File: config.mk
export PLATFORM = sky130hd
export DESIGN_NAME = spi_arbiter_flat
export DESIGN_NICKNAME = d
export VERILOG_FILES = /design/src/rtl/spi_arbiter_if.sv /design/src/rtl/spi_arbiter.sv /design/src/flat_wrapper.sv
export SDC_FILE = /design/constraint.sdc
export NUM_CORES = 1
export LEC_CHECK = 0
export CAP_MARGIN = 20
export CORE_MARGIN = 2
export CORE_UTILIZATION = 50
export CTS_CLUSTER_SIZE = 20
export DETAILED_ROUTE_END_ITERATION = 8
export PLACE_DENSITY = 0.86
export SYNTH_ARGS = -nofsm -noshare
export SYNTH_HDL_FRONTEND = slang
export SYNTH_SLANG_ARGS = --single-unit
File: constraint.sdc
create_clock -name clk -period 4.1 [get_ports clk]
set_input_delay 0.82 -clock clk [delete_from_list [all_inputs] [get_ports clk]]
set_output_delay 0.82 -clock clk [all_outputs]
set_load 0.005 [all_outputs]
File: src/rtl/spi_arbiter_if.sv
// Signal bundle between spi_arbiter, its byte-level requesters and the SPI master core.
interface spi_arbiter_if #(
  parameter int NUM_REQ        = 4,
  parameter int NUM_SLAVES_BIT = 2
);
  logic [NUM_REQ-1:0]                i_req;
  logic [8*NUM_REQ-1:0]              i_req_data;
  logic [NUM_SLAVES_BIT*NUM_REQ-1:0] i_req_ss;
  logic [NUM_REQ-1:0]                i_req_last;
  logic [NUM_REQ-1:0]                o_grant;
  logic [NUM_REQ-1:0]                o_ack;
  logic [7:0]                        o_rx_data;
  logic                              o_rx_valid;
  logic                              o_err;
  logic                              o_m_start;
  logic [7:0]                        o_m_data;
  logic [NUM_SLAVES_BIT-1:0]         o_m_ss;
  logic                              o_m_keep_ss;
  logic                              i_m_busy;
  logic                              i_m_done;
  logic [7:0]                        i_m_rx;

  // slave: the arbiter; master: the clients plus SPI core that drive it
  modport slave (
    input  i_req, i_req_data, i_req_ss, i_req_last, i_m_busy, i_m_done, i_m_rx,
    output o_grant, o_ack, o_rx_data, o_rx_valid, o_err,
           o_m_start, o_m_data, o_m_ss, o_m_keep_ss
  );

  modport master (
    output i_req, i_req_data, i_req_ss, i_req_last, i_m_busy, i_m_done, i_m_rx,
    input  o_grant, o_ack, o_rx_data, o_rx_valid, o_err,
           o_m_start, o_m_data, o_m_ss, o_m_keep_ss
  );
endinterface

File: src/rtl/spi_arbiter.sv
// Round-robin arbiter sharing one SPI master among NUM_REQ byte requesters,
// with locked multi-byte bursts and a completion timeout watchdog.
module spi_arbiter #(
  parameter int NUM_REQ        = 4,
  parameter int NUM_SLAVES     = 4,
  parameter int NUM_SLAVES_BIT = 2,
  parameter int TIMEOUT        = 1024
) (
  input  logic        clk,
  input  logic        rst,
  spi_arbiter_if.slave bus
);
  localparam int IDX_W = $clog2(NUM_REQ);
  localparam int CNT_W = $clog2(TIMEOUT);

  if (NUM_REQ < 2 || TIMEOUT < 2 ||
      NUM_SLAVES_BIT < ((NUM_SLAVES > 1) ? $clog2(NUM_SLAVES) : 1)) begin : g_bad_params
    $error("spi_arbiter: illegal parameter combination");
  end

  typedef enum logic [1:0] {IDLE, ISSUE, WAIT, DONE} state_e;

  state_e                    state_q, state_d;
  logic [IDX_W-1:0]          ptr_q, ptr_d;
  logic [IDX_W-1:0]          owner_q, owner_d;
  logic [NUM_REQ-1:0]        grant_q, grant_d;
  logic [7:0]                data_q, data_d;
  logic [NUM_SLAVES_BIT-1:0] ss_q, ss_d;
  logic                      last_q, last_d;
  logic                      keep_q, keep_d;
  logic [CNT_W-1:0]          cnt_q, cnt_d;
  logic [7:0]                rx_q, rx_d;
  logic                      err_q, err_d;

  logic [7:0]                req_data_a [NUM_REQ];
  logic [NUM_SLAVES_BIT-1:0] req_ss_a   [NUM_REQ];
  logic                      found;
  logic [IDX_W-1:0]          pick, cand;

  for (genvar k = 0; k < NUM_REQ; k++) begin : g_unpack
    assign req_data_a[k] = bus.i_req_data[8*k +: 8];
    assign req_ss_a[k]   = bus.i_req_ss[NUM_SLAVES_BIT*k +: NUM_SLAVES_BIT];
  end

  // First active request strictly after the pointer, wrapping; the pointer itself is checked last.
  always_comb begin
    found = 1'b0;
    pick  = ptr_q;
    cand  = '0;
    for (int unsigned i = 1; i <= NUM_REQ; i++) begin
      cand = IDX_W'((32'(ptr_q) + i) % NUM_REQ);
      if (!found && bus.i_req[cand]) begin
        found = 1'b1;
        pick  = cand;
      end
    end
  end

  always_ff @(posedge clk) begin
    if (rst) begin
      state_q <= IDLE;
      ptr_q   <= IDX_W'(NUM_REQ - 1);
      owner_q <= '0;
      grant_q <= '0;
      data_q  <= '0;
      ss_q    <= '0;
      last_q  <= 1'b0;
      keep_q  <= 1'b0;
      cnt_q   <= '0;
      rx_q    <= '0;
      err_q   <= 1'b0;
    end else begin
      state_q <= state_d;
      ptr_q   <= ptr_d;
      owner_q <= owner_d;
      grant_q <= grant_d;
      data_q  <= data_d;
      ss_q    <= ss_d;
      last_q  <= last_d;
      keep_q  <= keep_d;
      cnt_q   <= cnt_d;
      rx_q    <= rx_d;
      err_q   <= err_d;
    end
  end

  always_comb begin
    state_d        = state_q;
    ptr_d          = ptr_q;
    owner_d        = owner_q;
    grant_d        = grant_q;
    data_d         = data_q;
    ss_d           = ss_q;
    last_d         = last_q;
    keep_d         = keep_q;
    cnt_d          = cnt_q;
    rx_d           = rx_q;
    err_d          = err_q;
    bus.o_ack      = '0;
    bus.o_rx_valid = 1'b0;
    bus.o_rx_data  = '0;
    bus.o_err      = 1'b0;
    bus.o_m_start  = 1'b0;
    unique case (state_q)
      IDLE: begin
        if (found && !bus.i_m_busy) begin
          ptr_d         = pick;
          owner_d       = pick;
          grant_d       = '0;
          grant_d[pick] = 1'b1;
          data_d        = req_data_a[pick];
          ss_d          = req_ss_a[pick];
          last_d        = bus.i_req_last[pick];
          state_d       = ISSUE;
        end
      end
      ISSUE: begin
        bus.o_m_start = 1'b1;
        cnt_d         = '0;
        if (!last_q) keep_d = 1'b1;
        state_d       = WAIT;
      end
      WAIT: begin
        if (bus.i_m_done) begin
          rx_d    = bus.i_m_rx;
          err_d   = 1'b0;
          state_d = DONE;
        end else if (cnt_q == CNT_W'(TIMEOUT - 1)) begin
          rx_d    = '0;
          err_d   = 1'b1;
          keep_d  = 1'b0;
          state_d = DONE;
        end else begin
          cnt_d = cnt_q + 1'b1;
        end
      end
      DONE: begin
        bus.o_ack      = grant_q;
        bus.o_rx_valid = 1'b1;
        bus.o_rx_data  = rx_q;
        bus.o_err      = err_q;
        if (!last_q && bus.i_req[owner_q] && !err_q) begin
          data_d  = req_data_a[owner_q];
          ss_d    = req_ss_a[owner_q];
          last_d  = bus.i_req_last[owner_q];
          state_d = ISSUE;
        end else begin
          grant_d = '0;
          keep_d  = 1'b0;
          state_d = IDLE;
        end
      end
      default: state_d = IDLE;
    endcase
  end

  assign bus.o_grant     = grant_q;
  assign bus.o_m_data    = data_q;
  assign bus.o_m_ss      = ss_q;
  assign bus.o_m_keep_ss = keep_q;
endmodule
File: src/flat_wrapper.sv
// flat-port wrapper written by rule: the top's interface ports become plain ports
module spi_arbiter_flat 
#(
  parameter int NUM_REQ        = 4,
  parameter int NUM_SLAVES     = 4,
  parameter int NUM_SLAVES_BIT = 2,
  parameter int TIMEOUT        = 1024
)
  (clk, rst, bus_i_req, bus_i_req_data, bus_i_req_ss, bus_i_req_last, bus_i_m_busy, bus_i_m_done, bus_i_m_rx, bus_o_grant, bus_o_ack, bus_o_rx_data, bus_o_rx_valid, bus_o_err, bus_o_m_start, bus_o_m_data, bus_o_m_ss, bus_o_m_keep_ss);
  spi_arbiter_if #(.NUM_REQ(NUM_REQ), .NUM_SLAVES_BIT(NUM_SLAVES_BIT)) bus_i ();
  input  logic clk;
  input  logic rst;
  input wire logic [$bits(bus_i.i_req)-1:0] bus_i_req;
  input wire logic [$bits(bus_i.i_req_data)-1:0] bus_i_req_data;
  input wire logic [$bits(bus_i.i_req_ss)-1:0] bus_i_req_ss;
  input wire logic [$bits(bus_i.i_req_last)-1:0] bus_i_req_last;
  input wire logic [$bits(bus_i.i_m_busy)-1:0] bus_i_m_busy;
  input wire logic [$bits(bus_i.i_m_done)-1:0] bus_i_m_done;
  input wire logic [$bits(bus_i.i_m_rx)-1:0] bus_i_m_rx;
  output wire logic [$bits(bus_i.o_grant)-1:0] bus_o_grant;
  output wire logic [$bits(bus_i.o_ack)-1:0] bus_o_ack;
  output wire logic [$bits(bus_i.o_rx_data)-1:0] bus_o_rx_data;
  output wire logic [$bits(bus_i.o_rx_valid)-1:0] bus_o_rx_valid;
  output wire logic [$bits(bus_i.o_err)-1:0] bus_o_err;
  output wire logic [$bits(bus_i.o_m_start)-1:0] bus_o_m_start;
  output wire logic [$bits(bus_i.o_m_data)-1:0] bus_o_m_data;
  output wire logic [$bits(bus_i.o_m_ss)-1:0] bus_o_m_ss;
  output wire logic [$bits(bus_i.o_m_keep_ss)-1:0] bus_o_m_keep_ss;
  assign bus_i.i_req = bus_i_req;
  assign bus_i.i_req_data = bus_i_req_data;
  assign bus_i.i_req_ss = bus_i_req_ss;
  assign bus_i.i_req_last = bus_i_req_last;
  assign bus_i.i_m_busy = bus_i_m_busy;
  assign bus_i.i_m_done = bus_i_m_done;
  assign bus_i.i_m_rx = bus_i_m_rx;
  assign bus_o_grant = bus_i.o_grant;
  assign bus_o_ack = bus_i.o_ack;
  assign bus_o_rx_data = bus_i.o_rx_data;
  assign bus_o_rx_valid = bus_i.o_rx_valid;
  assign bus_o_err = bus_i.o_err;
  assign bus_o_m_start = bus_i.o_m_start;
  assign bus_o_m_data = bus_i.o_m_data;
  assign bus_o_m_ss = bus_i.o_m_ss;
  assign bus_o_m_keep_ss = bus_i.o_m_keep_ss;
  spi_arbiter #(.NUM_REQ(NUM_REQ), .NUM_SLAVES(NUM_SLAVES), .NUM_SLAVES_BIT(NUM_SLAVES_BIT), .TIMEOUT(TIMEOUT)) u_core (.clk(clk), .rst(rst), .bus(bus_i));
endmodule
==> metrics.md <==
| Metric | Value |
|---|---|
| Post-synthesis sequential area ratio | 29.7% |
| Critical Path Start Type | flip-flop |
| Area of the mapped netlist | 0.00276 sq mm |
| Cts repair resizes | 0 |
| 1st-iter DRT viols | 189 |
| Area Overhead vs Synth | 36.1% |
| Slew headroom | 49.3% |
| Clock latency of the later-clocked register in the worst-skew pair | 0.30 ns |
| Number of iterations in the first detailed-routing pass | 5 |
| Syn_area_per_cell | 9.03 sq um |
| Clock tree from TritonCTS | done |
| Leakage Power | 1.35 nW |
| Area inside the core boundary | 0.00541 sq mm |
| Worst clock skew | 0.0106 ns |
| Number of buffers inserted for hold repair after clock tree synthesis | 0 |
| Final design area excluding fillers | 0.00376 sq mm |
| Wire length of the first global-routing pass | 12.9 mm |
| Final clock period utilization by the worst path | 75.9% |
| Commonest non-fill, non-tap cells in the layout | 89 x sky130_fd_sc_hd__clkdlybuf4s50_1, 41 x sky130_fd_sc_hd__dfxtp_1, 31 x sky130_fd_sc_hd__nor2_1 |
| Final number of hold-violating endpoints | 0 |
| Number of buffers added by the clock tree synthesis step | 5 |
| DR DRC count | 0 |
| Final global-route overflow total | 0 |
| Final min period | 3.11 ns |
| Post-DR wirelength/cell | 17.8 um |
| Max H-tree Level | 2 |
| Worst Hold Slack | 0.470 ns |
| Via count | 2752 |
| TritonCTS Sinks | 41 |
| Post-DP Area | 0.00366 sq mm |
| Post-synthesis cell count | 306 |
| Measured slew at the worst slew-check pin | 0.759 ns |
| Number of distinct library cells after synthesis | 46 |
| Category of the critical setup timing path | flip-flop to output pin |
| Fraction of registers with async set/reset | 0% |
| Critical path fanouts, max | 14 |
| Total of buffers placed on input and output ports | 89 |
| Crit path arrival time | 2.29 ns |
| Final setup violating endpoints | 0 |
| Share of layout cells above drive strength 1 | 11.2% |
| Via count of the first global-routing pass | 2685 |
| Class of the tightest hold or removal check | flip-flop to flip-flop |
| Number of buffers inserted to repair setup after CTS | 0 |
| Effective utilization at floorplan | 51.1% |
| Most frequent standard cell in the layout excluding fill and tap cells | sky130_fd_sc_hd__clkdlybuf4s50_1 |
| Pwr per Cell Area | 529 mW/mm^2 |
| Max_cap viols | 0 |
| Unrepaired setup endpoints after global routing | no |
| GRT Total Usage | 26.4% |
| Routability Congestion | 0.957 |
| Die Area | 0.00614 sq mm |
| Post-DP HPWL | 5.75 mm |
| Upper clock frequency limit | 321 MHz |
| Worst vdd rail ir drop | 273 uV |
| Maximum number of pins on one net before global-route repair | 20 |
| Clock transition at the registers of the reported paths | 0.09 ns |
| Number of pins with negative max-slew slack in the final report | 0 |
| Maximum number of buffers from clock root to sink | 2 |
| Synthesized netlist net count | 371 |
| Remaining antenna violation count after routing | 0 |
| Total wire length | 8.12 mm |
| DIE WIDTH | 78.4 um |
| Capturing element type of the critical path | output pin |
| Antenna violations before repair | 0 |
| Antenna diode count | 0 |
| Yosys warning total | 0 |
| Chip height | 78.4 um |
| Main synth FF type | sky130_fd_sc_hd__dfxtp_1 |
| Ratio of routed vias to standard cells | 6.02 |
| Number of I/O pins | 90 |
| Root buffer cell | sky130_fd_sc_hd__clkbuf_8 |
| Final Net Count | 449 |
| Required time worst endpoint | 3.28 ns |
| Run status | complete, no violations |
| EDFF count, synth | 0 |
| Overall power after layout | 1.99 mW |
| Setup TNS | 0 ns |
| Standard-cell rows | 27 |
| #FFs+latches synth | 41 |
==> path summary, 6_finish.rpt <==
kind | startpoint | endpoint | slack, ns | cells past startpoint
setup / recovery | u_core.state_q[1] | bus_o_err | 0.99 | 4
hold / removal | u_core.bus.o_m_ss[0] | u_core.bus.o_m_ss[0] | 0.47 | 2
setup reg to reg | u_core.ptr_q[0] | u_core.bus.o_m_data[1] | 1.73 | 6
hold reg to reg | u_core.bus.o_m_ss[0] | u_core.bus.o_m_ss[0] | 0.47 | 2
==> registers in the layout, indices dropped and copies added (netlist names) <==
name,count
u_core.cnt_q,10
u_core.bus.o_m_data,8
u_core.rx_q,8
u_core.bus.o_grant,4
u_core.bus.o_m_ss,2
u_core.owner_q,2
u_core.ptr_q,2
u_core.state_q,2
u_core.bus.o_m_keep_ss,1
u_core.err_q,1
u_core.last_q,1
==> layer usage <==
metal	GRT usage [%]	routed length [um]	vias to the layer above	share of wire [%]
met5	0	0	-	0
met4	10.4	154	0	1.9
met3	5.63	651	18	8.0
met2	45.8	3940	141	49
met1	32.0	3370	1307	42
li1	-	-	1286	-
==> per-stage QoR <==
step / cells / util (%) / setup slack (ns)
2_1_floorplan: 306 / - / 1.92
3_3_place_gp: 449 / 67.7 / 0.883
3_5_place_dp: 449 / 67.7 / 0.815
4_1_cts: 457 / 69.6 / 1.02
5_1_grt: 457 / 69.6 / 0.838
6_report: 457 / 69.6 / 0.987
==> power by group <==
part           switching (mW)  total (mW)  internal (mW)  leakage, nW
combinational           0.600        1.13          0.528        0.960
clock                   0.147       0.300          0.152       0.0542
sequential             0.0770       0.561          0.484        0.335
total                   0.824        1.99           1.16         1.35
==> synthesized netlist by cell type, drive strengths merged, types with 3 or more instances <==
library cell  instances  area (sq um)
xor2                  7          61.3
buf                   8          62.6
mux4                 11           252
a22oi                 9          67.6
dfxtp                41           821
nor3                  4          25.0
or2b                  3          22.5
nand2                22          82.6
o21ai                 7          38.8
a32o                 14           140
ha                    5          62.6
nor2                 31           116
a21oi                18          93.8
nand2b               12          75.1
a211oi                3          22.5
nor2b                 6          40.0
nand4                15          93.8
nand3                 5          30.0
clkbuf               14          52.6
inv                  17          63.8
mux2i                13           130
a221oi               12           168
and2                 14          87.6
==> critical path, cell delays in order, from the launching register on <==
cell                              delay (ns)
sky130_fd_sc_hd__dfxtp_1                0.41
sky130_fd_sc_hd__ha_1                   0.46
sky130_fd_sc_hd__inv_1                  0.39
sky130_fd_sc_hd__nor2_1                 0.20
sky130_fd_sc_hd__clkdlybuf4s50_1        0.54
==> kinds of logic (layout without fill, tap and decap cells) <==
kind of cell,count (synthesis),count (layout),synth area share (%)
mux,24,24,13.8
compound gates,73,73,23.6
fa+ha+maj,5,5,2.26
flops,41,41,29.7
xor+xnor,8,8,2.54
buf+inv,39,118,6.47
simple gates,116,116,21.6
==> final cells by class <==
| class | instances | area (sq um) |
|---|---|---|
| clock buffers | 7 | 96.3 |
| clock inverters | 1 | 5.00 |
| fillers | 433 | 1640 |
| inverters | 17 | 63.8 |
| multi-input cells | 226 | 1760 |
| flip-flops and latches | 41 | 821 |
| well taps | 72 | 90.1 |
| repair buffers | 93 | 921 |
Power figures use the tool's default switching activity.
